[src/rtl/pipe_sequencer_pkg.sv]
// Shared types and sizing for the in-order issue sequencer.
package pipe_sequencer_pkg;

  localparam int unsigned PC_W     = 4;
  localparam int unsigned REG_W    = 4;
  localparam int unsigned SB_DEPTH = 2;
  localparam int unsigned ICNT_W   = 5;
  localparam int unsigned SCNT_W   = 8;

  typedef enum logic [2:0] {
    ST_IDLE,
    ST_RUN,
    ST_STALL,
    ST_DRAIN,
    ST_DONE
  } state_e;

  // One in-flight write tracked by the scoreboard.
  typedef struct packed {
    logic             valid;
    logic             wr;
    logic [REG_W-1:0] dest;
  } sb_slot_t;

endpackage

[src/rtl/hazard_scoreboard.sv]
// Shift-register scoreboard of in-flight writes plus the RAW hazard compare.
module hazard_scoreboard #(
  parameter int unsigned SB_DEPTH = pipe_sequencer_pkg::SB_DEPTH
) (
  input  logic                               clk,
  input  logic                               rst,
  input  logic                               shift_en,
  input  logic                               clr,
  input  logic                               ins_valid,
  input  logic                               ins_wr,
  input  logic [pipe_sequencer_pkg::REG_W-1:0] ins_dest,
  input  logic [pipe_sequencer_pkg::REG_W-1:0] op_reg1,
  input  logic [pipe_sequencer_pkg::REG_W-1:0] op_reg2,
  input  logic                               imm_or_reg,
  output logic                               hazard_c,
  output logic                               drain_empty_c
);
  import pipe_sequencer_pkg::*;

  sb_slot_t [SB_DEPTH-1:0] slots_q;
  sb_slot_t [SB_DEPTH-1:0] slots_d;
  sb_slot_t                new_slot;

  // Next slot contents: new write enters slot0, older entries age by one.
  always_comb begin
    new_slot       = '0;
    new_slot.valid = ins_valid;
    new_slot.wr    = ins_valid & ins_wr;
    new_slot.dest  = ins_valid ? ins_dest : '0;
    slots_d        = slots_q;
    if (clr) begin
      slots_d = '0;
    end else if (shift_en) begin
      for (int i = int'(SB_DEPTH) - 1; i > 0; i--) begin
        slots_d[i] = slots_q[i-1];
      end
      slots_d[0] = new_slot;
    end
  end

  // Hazard on any pending write to a source register; drain is complete once
  // only the oldest slot can still hold an entry (it falls out on this shift).
  always_comb begin
    hazard_c      = 1'b0;
    drain_empty_c = 1'b1;
    for (int i = 0; i < int'(SB_DEPTH); i++) begin
      if (slots_q[i].valid && slots_q[i].wr &&
          ((slots_q[i].dest == op_reg1) ||
           (!imm_or_reg && (slots_q[i].dest == op_reg2)))) begin
        hazard_c = 1'b1;
      end
    end
    for (int i = 0; i < int'(SB_DEPTH) - 1; i++) begin
      if (slots_q[i].valid) begin
        drain_empty_c = 1'b0;
      end
    end
  end

  // Slot storage.
  always_ff @(posedge clk) begin
    if (!rst) begin
      slots_q <= '0;
    end else begin
      slots_q <= slots_d;
    end
  end

endmodule

[src/rtl/pipe_sequencer.sv]
// In-order issue sequencer: fetch PC, stall on RAW hazards, drain, report done.
module pipe_sequencer #(
  parameter int unsigned PC_W     = pipe_sequencer_pkg::PC_W,
  parameter int unsigned SB_DEPTH = pipe_sequencer_pkg::SB_DEPTH
) (
  input  logic                                  clk,
  input  logic                                  rst,
  input  logic                                  start,
  input  logic                                  halt,
  input  logic [PC_W-1:0]                       last_pc,
  input  logic [pipe_sequencer_pkg::REG_W-1:0]  dec_op_reg1,
  input  logic [pipe_sequencer_pkg::REG_W-1:0]  dec_op_reg2,
  input  logic [pipe_sequencer_pkg::REG_W-1:0]  dec_dest,
  input  logic                                  dec_imm_or_reg,
  input  logic                                  dec_wr_en,
  output logic [PC_W-1:0]                       PC,
  output logic                                  issue_valid,
  output logic                                  bubble,
  output logic                                  busy,
  output logic                                  done,
  output logic [pipe_sequencer_pkg::ICNT_W-1:0] issue_cnt,
  output logic [pipe_sequencer_pkg::SCNT_W-1:0] stall_cnt
);
  import pipe_sequencer_pkg::*;

  state_e            state_q, state_d;
  logic [PC_W-1:0]   pc_q, pc_d;
  logic              issue_valid_q, issue_valid_d;
  logic              bubble_q, bubble_d;
  logic              busy_q, busy_d;
  logic              done_q, done_d;
  logic [ICNT_W-1:0] icnt_q, icnt_d;
  logic [SCNT_W-1:0] scnt_q, scnt_d;

  logic issue_c;
  logic launch_c;
  logic sb_shift_c;
  logic hazard_c;
  logic drain_empty_c;

  hazard_scoreboard #(
    .SB_DEPTH (SB_DEPTH)
  ) u_sb (
    .clk           (clk),
    .rst           (rst),
    .shift_en      (sb_shift_c),
    .clr           (launch_c),
    .ins_valid     (issue_c),
    .ins_wr        (dec_wr_en),
    .ins_dest      (dec_dest),
    .op_reg1       (dec_op_reg1),
    .op_reg2       (dec_op_reg2),
    .imm_or_reg    (dec_imm_or_reg),
    .hazard_c      (hazard_c),
    .drain_empty_c (drain_empty_c)
  );

  // Next-state, issue/bubble decision and counter updates.
  always_comb begin
    state_d    = state_q;
    pc_d       = pc_q;
    icnt_d     = icnt_q;
    scnt_d     = scnt_q;
    issue_c    = 1'b0;
    bubble_d   = 1'b0;
    launch_c   = 1'b0;
    sb_shift_c = 1'b0;

    case (state_q)
      ST_IDLE: begin
        pc_d = '0;
        if (start) launch_c = 1'b1;
      end
      ST_RUN, ST_STALL: begin
        sb_shift_c = 1'b1;
        if (halt) begin
          state_d = ST_DRAIN;
        end else if (hazard_c) begin
          bubble_d = 1'b1;
          state_d  = ST_STALL;
          if (scnt_q != {SCNT_W{1'b1}}) scnt_d = scnt_q + SCNT_W'(1);
        end else begin
          issue_c = 1'b1;
          icnt_d  = icnt_q + ICNT_W'(1);
          if (pc_q == last_pc) begin
            state_d = ST_DRAIN;
          end else begin
            state_d = ST_RUN;
            pc_d    = pc_q + PC_W'(1);
          end
        end
      end
      ST_DRAIN: begin
        sb_shift_c = 1'b1;
        if (drain_empty_c) state_d = ST_DONE;
      end
      ST_DONE: begin
        if (start) launch_c = 1'b1;
      end
      default: state_d = ST_IDLE;
    endcase

    // A launch restarts the program with a clean scoreboard and counters.
    if (launch_c) begin
      state_d = ST_RUN;
      pc_d    = '0;
      icnt_d  = '0;
      scnt_d  = '0;
    end

    issue_valid_d = issue_c;
    busy_d        = (state_d == ST_RUN) || (state_d == ST_STALL) || (state_d == ST_DRAIN);
    done_d        = (state_d == ST_DONE);
  end

  // State and registered outputs.
  always_ff @(posedge clk) begin
    if (!rst) begin
      state_q       <= ST_IDLE;
      pc_q          <= '0;
      issue_valid_q <= 1'b0;
      bubble_q      <= 1'b0;
      busy_q        <= 1'b0;
      done_q        <= 1'b0;
      icnt_q        <= '0;
      scnt_q        <= '0;
    end else begin
      state_q       <= state_d;
      pc_q          <= pc_d;
      issue_valid_q <= issue_valid_d;
      bubble_q      <= bubble_d;
      busy_q        <= busy_d;
      done_q        <= done_d;
      icnt_q        <= icnt_d;
      scnt_q        <= scnt_d;
    end
  end

  assign PC          = pc_q;
  assign issue_valid = issue_valid_q;
  assign bubble      = bubble_q;
  assign busy        = busy_q;
  assign done        = done_q;
  assign issue_cnt   = icnt_q;
  assign stall_cnt   = scnt_q;

endmodule

[config.mk]
export PLATFORM = sky130hd
export DESIGN_NAME = pipe_sequencer
export DESIGN_NICKNAME = d
export VERILOG_FILES = /design/src/rtl/pipe_sequencer_pkg.sv /design/src/rtl/hazard_scoreboard.sv /design/src/rtl/pipe_sequencer.sv
export SDC_FILE = /design/constraint.sdc
export NUM_CORES = 1
export LEC_CHECK = 0
export ABC_AREA = 0
export CAP_MARGIN = 20
export CORE_ASPECT_RATIO = 0.6
export CORE_MARGIN = 2
export CORE_UTILIZATION = 40
export CTS_CLUSTER_SIZE = 30
export DETAILED_ROUTE_END_ITERATION = 10
export GPL_ROUTABILITY_DRIVEN = 1
export GPL_TIMING_DRIVEN = 0
export PLACE_DENSITY = 0.7
export SLEW_MARGIN = 20
export SYNTH_ARGS = -nofsm -noshare
export SYNTH_HDL_FRONTEND = slang
export SYNTH_HIERARCHICAL = 1
export SYNTH_SLANG_ARGS = --single-unit
[constraint.sdc]
create_clock -name clk -period 2.3 [get_ports clk]
set_clock_uncertainty 0.1 [all_clocks]
set_input_delay 0.46 -clock clk [delete_from_list [all_inputs] [get_ports clk]]
set_output_delay 0.46 -clock clk [all_outputs]
set_load 0.05 [all_outputs]
[Word level (Yosys, flattened, before mapping)]
Index checks and enable logic that the tools add are counted.
Storage, ports and cells
  output and inout port bits: 21
  register bits after elaboration: 36
  logic and storage cells: 80
  bits of input ports: 22
Cells by class
  equality and inequality tests: 17
  mux-type cells: 20
  reductions and logical operators: 21
  add/subtract/negate cells: 3
  bitwise gates (word level): 5
Operators with widths (count)
  $eq A4 B4 Y1: 5
  $mux W4: 4
  $eq A3 B2 Y1 const B: 4
  $mux W1: 9
  $pmux W3 S3: 1
  $add A8 B1 Y8 const B: 1
  $ne A8 B8 Y1 const B: 1
  $pmux W4 S2: 1
  $reduce_and A4 Y1: 2
  $eq A3 B1 Y1 const B: 2
  $eq A3 B3 Y1 const B: 2
  $logic_and A1 B1 Y1: 6
  $mux W2: 3
  $mux W3: 2
  $ne A2 B2 Y1 const B: 3
  $reduce_or A2 Y1: 3
  $reduce_or A3 Y1: 2
  $add A5 B1 Y5 const B: 1
  $add A4 B1 Y4 const B: 1
  $logic_or A1 B1 Y1: 4
  $not A1 Y1: 4
  $logic_not A3 Y1: 1
  $reduce_and A3 Y1: 1
  $reduce_bool A2 Y1: 1
  other kinds (2): 2

[Logic depth before layout (Yosys ltp)]
Gate-level depths: netlist (run 1).
  depth after elaboration: 13
  depth in mapped cells: 12
  gate-level depth less buffers: 11

[Modules after synthesis]
Netlist (run 1), hierarchy kept.
By module, submodules not included
  pipe_sequencer: area each 1237.4 µm², cells each 133, times used 1
  hazard_scoreboard: area each 635.6 µm², cells each 70, times used 1

[Least setup slack after synthesis (run 1)]
Ideal clock, no wire load.
  kind: in2reg
  start: input dec_op_reg1[0] in the netlist's numbering
  end: register scnt_q[7] (netlist: stall_cnt[7])
  buffers on the path: 0
  stages: 7
  arrival time: 2.292 ns
  setup time: 0.060 ns
  path slack: -0.152 ns
  required time: 2.140 ns
  path through: xnor2_1 nand3_1 o311ai_1 nor3b_4 nand4_1 or4_1 nand2_1
Between the ends
  longest elaborated chain between the ends: 6
Ends and longest elaborated chain
  from (decl): RTL line pipe_sequencer.sv:11  | input logic [pipe_sequencer_pkg::REG_W-1:0] dec_op_reg1,
  $eq A4 B4 Y1: RTL line hazard_scoreboard.sv:48  | ((slots_q[i].dest == op_reg1) ||
  $logic_or A1 B1 Y1: RTL line hazard_scoreboard.sv:48
  $logic_and A1 B1 Y1: RTL line hazard_scoreboard.sv:47  | if (slots_q[i].valid && slots_q[i].wr &&
  $mux W1: RTL line hazard_scoreboard.sv:47
  $mux W1 *: RTL line hazard_scoreboard.sv:47
  net hazard_c: RTL line pipe_sequencer.sv:38  | logic hazard_c;
  $reduce_and A4 Y1 (no source line) *
  to (signal assigned): RTL line pipe_sequencer.sv:135  | scnt_q <= scnt_d;
  to (decl): RTL line pipe_sequencer.sv:33  | logic [SCNT_W-1:0] scnt_q, scnt_d;
Mark *: on every way through the listed nets, which the timed path passes. The rest lies on a longest branch.
A chain may end at the register's enable or synchronous reset.

[Worst setup path in the final report (run 1)]
  start: input dec_op_reg1[0] in the netlist's numbering
  end: register scnt_q[3] (netlist: stall_cnt[3])
Same word-level chain as after synthesis.

==> impl_metrics.py, run 1 <==
metrics = {
    "outcome": {
        "status": "finished clean",
    },
    "setup_path": {
        "critical-path-top-delay-family": "simple AND/OR/NAND/NOR gates",
        "ff2ff_setup_slack_ps": 60,
        "max_stage_delay_ps": 390,
        "crit_slowest_cell": "or4_1",
        "rr_worst_depth": 9,
        "r2r-end": "stall_cnt[3]",
        "end_kind": "register",
        "cp_num_buf_inv": 3,
        "worst-path-max-fanout": 4,
        "crit_path_start_kind": "primary input",
        "critPathRequiredTime_ps": 2440,
        "critical_path_class": "in2reg",
        "crit_path_cell_trace": "clkdlybuf4s15_2 > xnor2_2 > nand3_1 > o311ai_4 > nor3b_4 > buf_4 > buf_6 > o211ai_4 > or4_1 > nand2_1",
        "reg2reg_from": "u_sb/slots_q[0]",
        "worstPathArrival_ps": 2420,
    },
    "sta": {
        "setup_violations": 0,
        "worst_slew_pin_slew_ps": 605.5,
        "min_period_ps": 2286,
        "finalHoldViolations": 0,
        "fin_crit_sh": 0.9938,
        "fmax_ghz": 0.4375,
        "slew_headroom": 0.5930,
        "slew_viol_final": 0,
        "rsz0062_at_grt": "true",
    },
    "die": {
        "fp.coreArea_um2": 4541,
        "io_pins": 43,
        "fp-row-count": 19,
        "start_util": 0.4125,
        "die_w_um": 92.34,
        "die_h_um": 57.01,
        "fp.dieArea_um2": 5264,
    },
    "logic_synthesis": {
        "synth_xor_area_frac": 0.1316,
        "synth-simple-area-share": 0.2465,
        "synth_sequential_area_ratio": 0.3848,
        "synth.area.top_cells": "dfxtp_1 (38%), xor2_1 (7.5%), nor2_1 (4.8%)",
        "synth_edf_count": 0,
        "synth_top_family_by_area": "simple AND/OR/NAND/NOR gates",
        "synthMuxAreaShare": 0.04275,
        "ys.flop_type": "dfxtp_1",
        "synth_common_cells": "dfxtp_1 (36), nor2_1 (24), xor2_1 (16)",
        "synth-compound-area-share": 0.1229,
        "synth_top_area_share": 0.3848,
        "synthDistinctLibCells": 46,
        "yosysWarnings": 6,
        "avgSynthCellArea_um2": 9.227,
        "synthAdderAreaFrac": 0.02004,
        "async_flop_share": 0,
        "yosys.cell_count.top_type": "dfxtp_1",
        "syn_area_um2": 1873,
        "netlist_instances": 203,
        "synth_top_cell_by_area": "dfxtp_1",
        "synth_seq_cells": 36,
        "synth_nets": 228,
    },
    "drt": {
        "ant_nets": 0,
        "first_iter_violations": 105,
        "wl_per_cell_um": 13.51,
        "dr.pass1.iters": 4,
        "viasPerCell": 5.090,
        "vias": 1649,
        "drc": 0,
        "finalWirelength_mm": 4.377,
    },
    "power": {
        "power_frac_clock": 0.336,
        "p_switching_uw": 389.8,
        "intPower_mw": 1.031,
        "p_comb_frac": 0.211,
        "power_density_nw_per_um2": 528.8,
        "p_total_mw": 1.421,
        "sequentialPowerShare": 0.453,
        "swShare": 0.2743,
        "p_leak_nw": 1.026,
        "ir_drop_uv": 296.6,
    },
    "placement": {
        "placed_area_um2": 2380,
        "gp_congestion": 0.8121,
        "hpwl_mm": 3.195,
        "numPortBuffers": 42,
    },
    "worst_hold_path": {
        "holdCritStartpoint": "issue_cnt[1]",
        "hold_path_depth": 2,
        "hp-class": "reg2reg",
        "min_to": "issue_cnt[1]",
    },
    "final_layout": {
        "n_fill_cell": 386,
        "area_growth_pct": 43.49,
        "num_antenna_cells": 0,
        "finalNetCount": 286,
        "multiInputGateArea_um2": 1199,
        "design_area_um2": 2688,
        "seq_area_um2": 743.2,
        "drive_gt1_frac": 0.2605,
    },
    "clocking": {
        "numCtsBuffers": 5,
        "postCtsHoldBufs": 0,
        "path_clk_slew_ps": 70,
        "cts_tree": "built",
        "cts.sinks": 36,
        "htreeDepth": 2,
        "cts-root-buf": "clkbuf_8",
        "clk_latency_ps": 290,
        "clockBufferDepth": 2,
    },
    "global_route": {
        "grt_pass1_vias": 1526,
        "grtUsageTotal": 0.1776,
        "antenna_found_initial": 0,
        "overflow": 0,
        "grt_pass1_wl_mm": 7.341,
        "grt_max_degree": 11,
    },
    "run": {
        "cap_violations": 0,
    },
}
==> area by class of cell <==
| class | count | share of cell area |
|---|---|---|
| Clock buffer | 7 | 0.03585 |
| Sequential cell | 36 | 0.2765 |
| Tap cell | 63 | 0.02933 |
| Multi-Input combinational cell | 153 | 0.4460 |
| Buffer | 8 | 0.02747 |
| Inverter | 6 | 0.008380 |
| Timing Repair Buffer | 51 | 0.1764 |
==> through the flow <==
stage	worst slack (ps)	hold WS, ps	utilization	setup TNS, ps	cells
6_report	14.17	398.6	0.5919	0	324
3_3_place_gp	-778.7	370.6	0.5241	-10850	308
3_5_place_dp	-797.1	381.3	0.5241	-11700	308
2_1_floorplan	13.58	360.2	-	0	203
5_1_grt	-90.41	447.9	0.5919	-370.6	324
4_1_cts	14.60	397.4	0.5619	0	322
==> metal layers <==
layer | up-vias | track usage | routed length, µm
met5 | - | 0 | 0
met4 | 0 | 0.06397 | 59
met3 | 5 | 0.05416 | 281
met2 | 41 | 0.2221 | 1726
met1 | 770 | 0.2793 | 2309
li1 | 833 | - | -
==> flip-flops by register name, indices dropped and copies added (netlist names) <==
| name | count |
|---|---|
| bubble | 1 |
| u_sb/slots_q | 12 |
| done | 1 |
| state_q | 3 |
| issue_valid | 1 |
| PC | 4 |
| stall_cnt | 8 |
| busy | 1 |
| issue_cnt | 5 |
==> how the worst max path moves through the flow <==
stage,startpoint,endpoint,slack [ps],depth (start not counted)
finish,dec_op_reg1[0],stall_cnt[3],10,10
global route,dec_op_reg1[0],stall_cnt[3],-90,10
CTS,dec_op_reg1[1],stall_cnt[7],10,8
detailed placement,dec_op_reg1[0],stall_cnt[7],-800,8
global placement,dec_op_reg1[0],stall_cnt[7],-780,8
floorplan,dec_op_reg1[0],stall_cnt[7],10,7
==> tightest hold or removal path, stage by stage, from the launching register on <==
cell and delay [ps]:
dfxtp_1 340, nand2_1 60, a21oi_1 50
==> power by group through the flow <==
stage	combinational, mW	sequential, mW	clock, mW
after floorplan	0.166	0.681	0
after global placement	0.275	0.662	0
after detailed placement	0.279	0.661	0
after CTS	0.289	0.647	0.491
after global routing	0.323	0.645	0.521
final	0.300	0.644	0.478
==> cells by family after synthesis <==
| logic type | count (synthesis) |
|---|---|
| compound gates | 32 |
| xor+xnor | 26 |
| fa+ha+maj | 3 |
| buf+inv | 14 |
| flops | 36 |
| mux | 8 |
| simple gates | 84 |
==> timing repair <==
action                     4_1_cts  5_1_grt
hold endpoints to repair         0        0
pin swaps                       14       22
setup endpoints to repair       19       16
setup buffers                    7        2
resized for setup               20       43
==> layout by cell type, fill, tap and decap left out, types with 4 or more instances in the layout <==
master and instances:
inv_1 5, nand2_1 11, nor3_2 4, mux2i_1 8, nand4_1 4, xnor2_1 4, a21oi_1 6, a22oi_1 5
xor2_1 13, buf_6 7, nand3_1 8, dfxtp_4 5, nor2_1 24, and3_1 4, clkbuf_8 7, clkbuf_2 4
buf_4 8, dfxtp_1 28, xnor2_2 5, clkdlybuf4s50_1 33, or4_1 4
Note: power is estimated with default switching activity, not from simulation.
==> run 2, diff against run 1 <==
Settings changed: ABC_AREA 0 to 1, CORE_UTILIZATION 40 to 45, PLACE_DENSITY 0.7 to 0.76.
==> run 2 against run 1 <==
Synthesized cell count up 46%. Largest cell class unchanged. Hold slack worse by 29 ps. Core utilization up 4.3 points. Sequential power up 4.5%. Critical endpoint is now PC[2].
==> impl_metrics.py, run 2 <==
metrics = {
    "global_route": {
        "top_usage_layer": "met1",
        "gr-usage-met3": 0.05830,
        "grt_pass1_vias": 1739,
        "grtUsageTotal": 0.2023,
        "grt_use_met1": 0.3050,
        "grt_pass1_wl_mm": 7.838,
        "antenna_found_initial": 0,
        "overflow": 0,
        "grt_max_degree": 12,
        "met2_usage": 0.2730,
    },
    "clocking": {
        "clockBufferDepth": 2,
        "clk_latency_ps": 300,
        "cts.sinks": 36,
        "htreeDepth": 2,
        "cts_tree": "built",
        "path_clk_slew_ps": 70,
        "numCtsBuffers": 5,
        "cts-root-buf": "clkbuf_8",
    },
    "setup_path": {
        "crit_slowest_cell": "clkdlybuf4s50_1",
        "rr_worst_depth": 15,
        "crit_path_cell_trace": "clkdlybuf4s50_1",
        "crit_path_end": "PC[2]",
        "critPathRequiredTime_ps": 1740,
        "ff2ff_setup_slack_ps": 390,
        "reg2reg_from": "u_sb/slots_q[0]",
        "critical_path_class": "reg2out",
        "max_stage_delay_ps": 860,
        "crit_cells": 1,
        "crit_path_start_kind": "register",
        "critical-path-top-delay-family": "buffers and inverters",
        "end_kind": "output port",
        "cp_num_buf_inv": 1,
        "worst-path-max-fanout": 7,
        "r2r-end": "stall_cnt[0]",
        "crit_start": "PC[2]",
        "worstPathArrival_ps": 1620,
    },
    "power": {
        "p_leak_nw": 1.133,
        "ir_drop_uv": 236.7,
        "p_total_mw": 1.605,
        "power_density_nw_per_um2": 606.9,
    },
    "final_layout": {
        "final_cell_mix": "nand2_1 (88), clkdlybuf4s50_1 (40), dfxtp_1 (36), inv_1 (36), nor2_1 (31)",
        "seq_area_um2": 720.7,
        "final_util": 0.6348,
        "num_antenna_cells": 0,
        "largest_reg_flops": 12,
        "drive_gt1_frac": 0.1032,
        "n_fill_cell": 378,
        "area_growth_pct": 33.97,
        "multiInputGateArea_um2": 1075,
        "top_register": "u_sb/slots_q",
        "finalNetCount": 373,
        "final_common_cell": "nand2_1",
    },
    "logic_synthesis": {
        "synth_top_family_by_area": "simple AND/OR/NAND/NOR gates",
        "avgSynthCellArea_um2": 6.670,
        "synth-compound-area-share": 0.1065,
        "netlist_instances": 296,
        "synthMuxAreaShare": 0,
        "syn_area_um2": 1974,
        "synth.area.top_cells": "dfxtp_1 (37%), nand2_1 (17%), inv_1 (6.8%)",
        "synth_common_cells": "nand2_1 (89), dfxtp_1 (36), inv_1 (36)",
        "synth_xor_area_frac": 0.05767,
        "ys.flop_type": "dfxtp_1",
        "yosys.cell_count.top_type": "nand2_1",
        "synthDistinctLibCells": 27,
        "async_flop_share": 0,
        "synth_seq_cells": 36,
        "synth-simple-area-share": 0.3523,
        "synth_top_area_share": 0.3650,
        "yosysWarnings": 6,
        "synth_nets": 321,
        "synth_sequential_area_ratio": 0.3650,
        "synth_top_cell_by_area": "dfxtp_1",
        "synthAdderAreaFrac": 0.01901,
        "synth_edf_count": 0,
    },
    "drt": {
        "first_iter_violations": 46,
        "ant_nets": 0,
        "wl_per_cell_um": 11.57,
        "viasPerCell": 4.826,
        "dr.pass1.iters": 4,
        "finalWirelength_mm": 4.734,
        "vias": 1974,
        "drc": 0,
    },
    "sta": {
        "fin_ws_ps": 117.6,
        "fmax_ghz": 0.4582,
        "min_period_ps": 2182,
        "setup_violations": 0,
        "finalHoldViolations": 0,
        "slew_headroom": 0.6625,
        "worst_slew_pin_slew_ps": 504.6,
        "slew_viol_final": 0,
        "fin_crit_sh": 0.9489,
    },
    "die": {
        "fp.coreArea_um2": 4167,
        "die_h_um": 55.31,
        "die_w_um": 89.52,
        "fp-row-count": 18,
        "fp.dieArea_um2": 4951,
        "io_pins": 43,
        "start_util": 0.4739,
    },
    "outcome": {
        "status": "finished clean",
    },
    "placement": {
        "dp_slack_ps": -193.6,
        "numPortBuffers": 42,
        "hpwl_mm": 3.457,
        "gp_congestion": 0.8620,
    },
    "worst_hold_path": {
        "hp-class": "reg2reg",
    },
    "run": {
        "cap_violations": 0,
    },
}
## run 2: final cells by class
type | count | area share
plain buffers | 5 | 0.01277
clock buffers | 7 | 0.03642
clock inverters | 1 | 0.01135
inverters | 42 | 0.06149
multi-input cells | 213 | 0.4063
flip-flops and latches | 36 | 0.2725
well taps | 60 | 0.02838
repair buffers | 45 | 0.1708
## run 2: what timing repair did
action / CTS / global route
setup endpoints to repair: 0 / 17
hold buffers: 0 / 0
resized for setup: 0 / 11
setup buffers: 0 / 3
## run 2: layer usage
metal,vias to the layer above,share of wire
met5,-,0
met4,0,0.013
met3,9,0.061
met2,58,0.40
met1,872,0.52
li1,1035,-
## run 2: per-stage QoR
| step | std cells | hold WS [ps] | instance area [µm²] | TNS [ps] |
|---|---|---|---|---|
| global placement | 398 | 350.0 | 2470 | -1931 |
| CTS | 406 | 370.5 | 2596 | 0 |
| finish | 409 | 369.3 | 2645 | 0 |
| floorplan | 296 | 341.2 | 1974 | 0 |
| global route | 409 | 420.0 | 2645 | -30.91 |
| detailed placement | 398 | 358.9 | 2470 | -2931 |
## run 2: worst min-delay path by stage
stage,startpoint,end,depth (start not counted),slack (ps)
6_report,u_sb/slots_q[10],u_sb/slots_q[10],2,370
5_1_grt,u_sb/slots_q[5],u_sb/slots_q[5],2,420
4_1_cts,u_sb/slots_q[10],u_sb/slots_q[10],2,370
3_5_place_dp,u_sb/slots_q[10],u_sb/slots_q[10],2,360
3_3_place_gp,u_sb/slots_q[10],u_sb/slots_q[10],2,350
2_1_floorplan,u_sb/slots_q[10],u_sb/slots_q[10],2,340
## run 2: logic make-up after synthesis
| kind of cell | after synthesis |
|---|---|
| and+or+nand+nor | 159 |
| buffers and inverters | 47 |
| AOI/OAI and AO/OA | 38 |
| DFF | 36 |
| xor gates and xnor gates | 13 |
| adders and majority gates | 3 |
## run 2: power breakdown
| group | leakage [nW] | switching (mW) | internal (mW) |
|---|---|---|---|
| logic | 0.777 | 0.193 | 0.119 |
| clock network | 0.0645 | 0.238 | 0.383 |
| registers | 0.292 | 0.0250 | 0.648 |
## run 2: tightest hold or removal path, delay by kind of cell (launching register included)
| family | cells | cell delay [ps] |
|---|---|---|
| AOI/OAI and AO/OA | 1 | 50 |
| and+or+nand+nor | 1 | 60 |
| DFF | 1 | 310 |
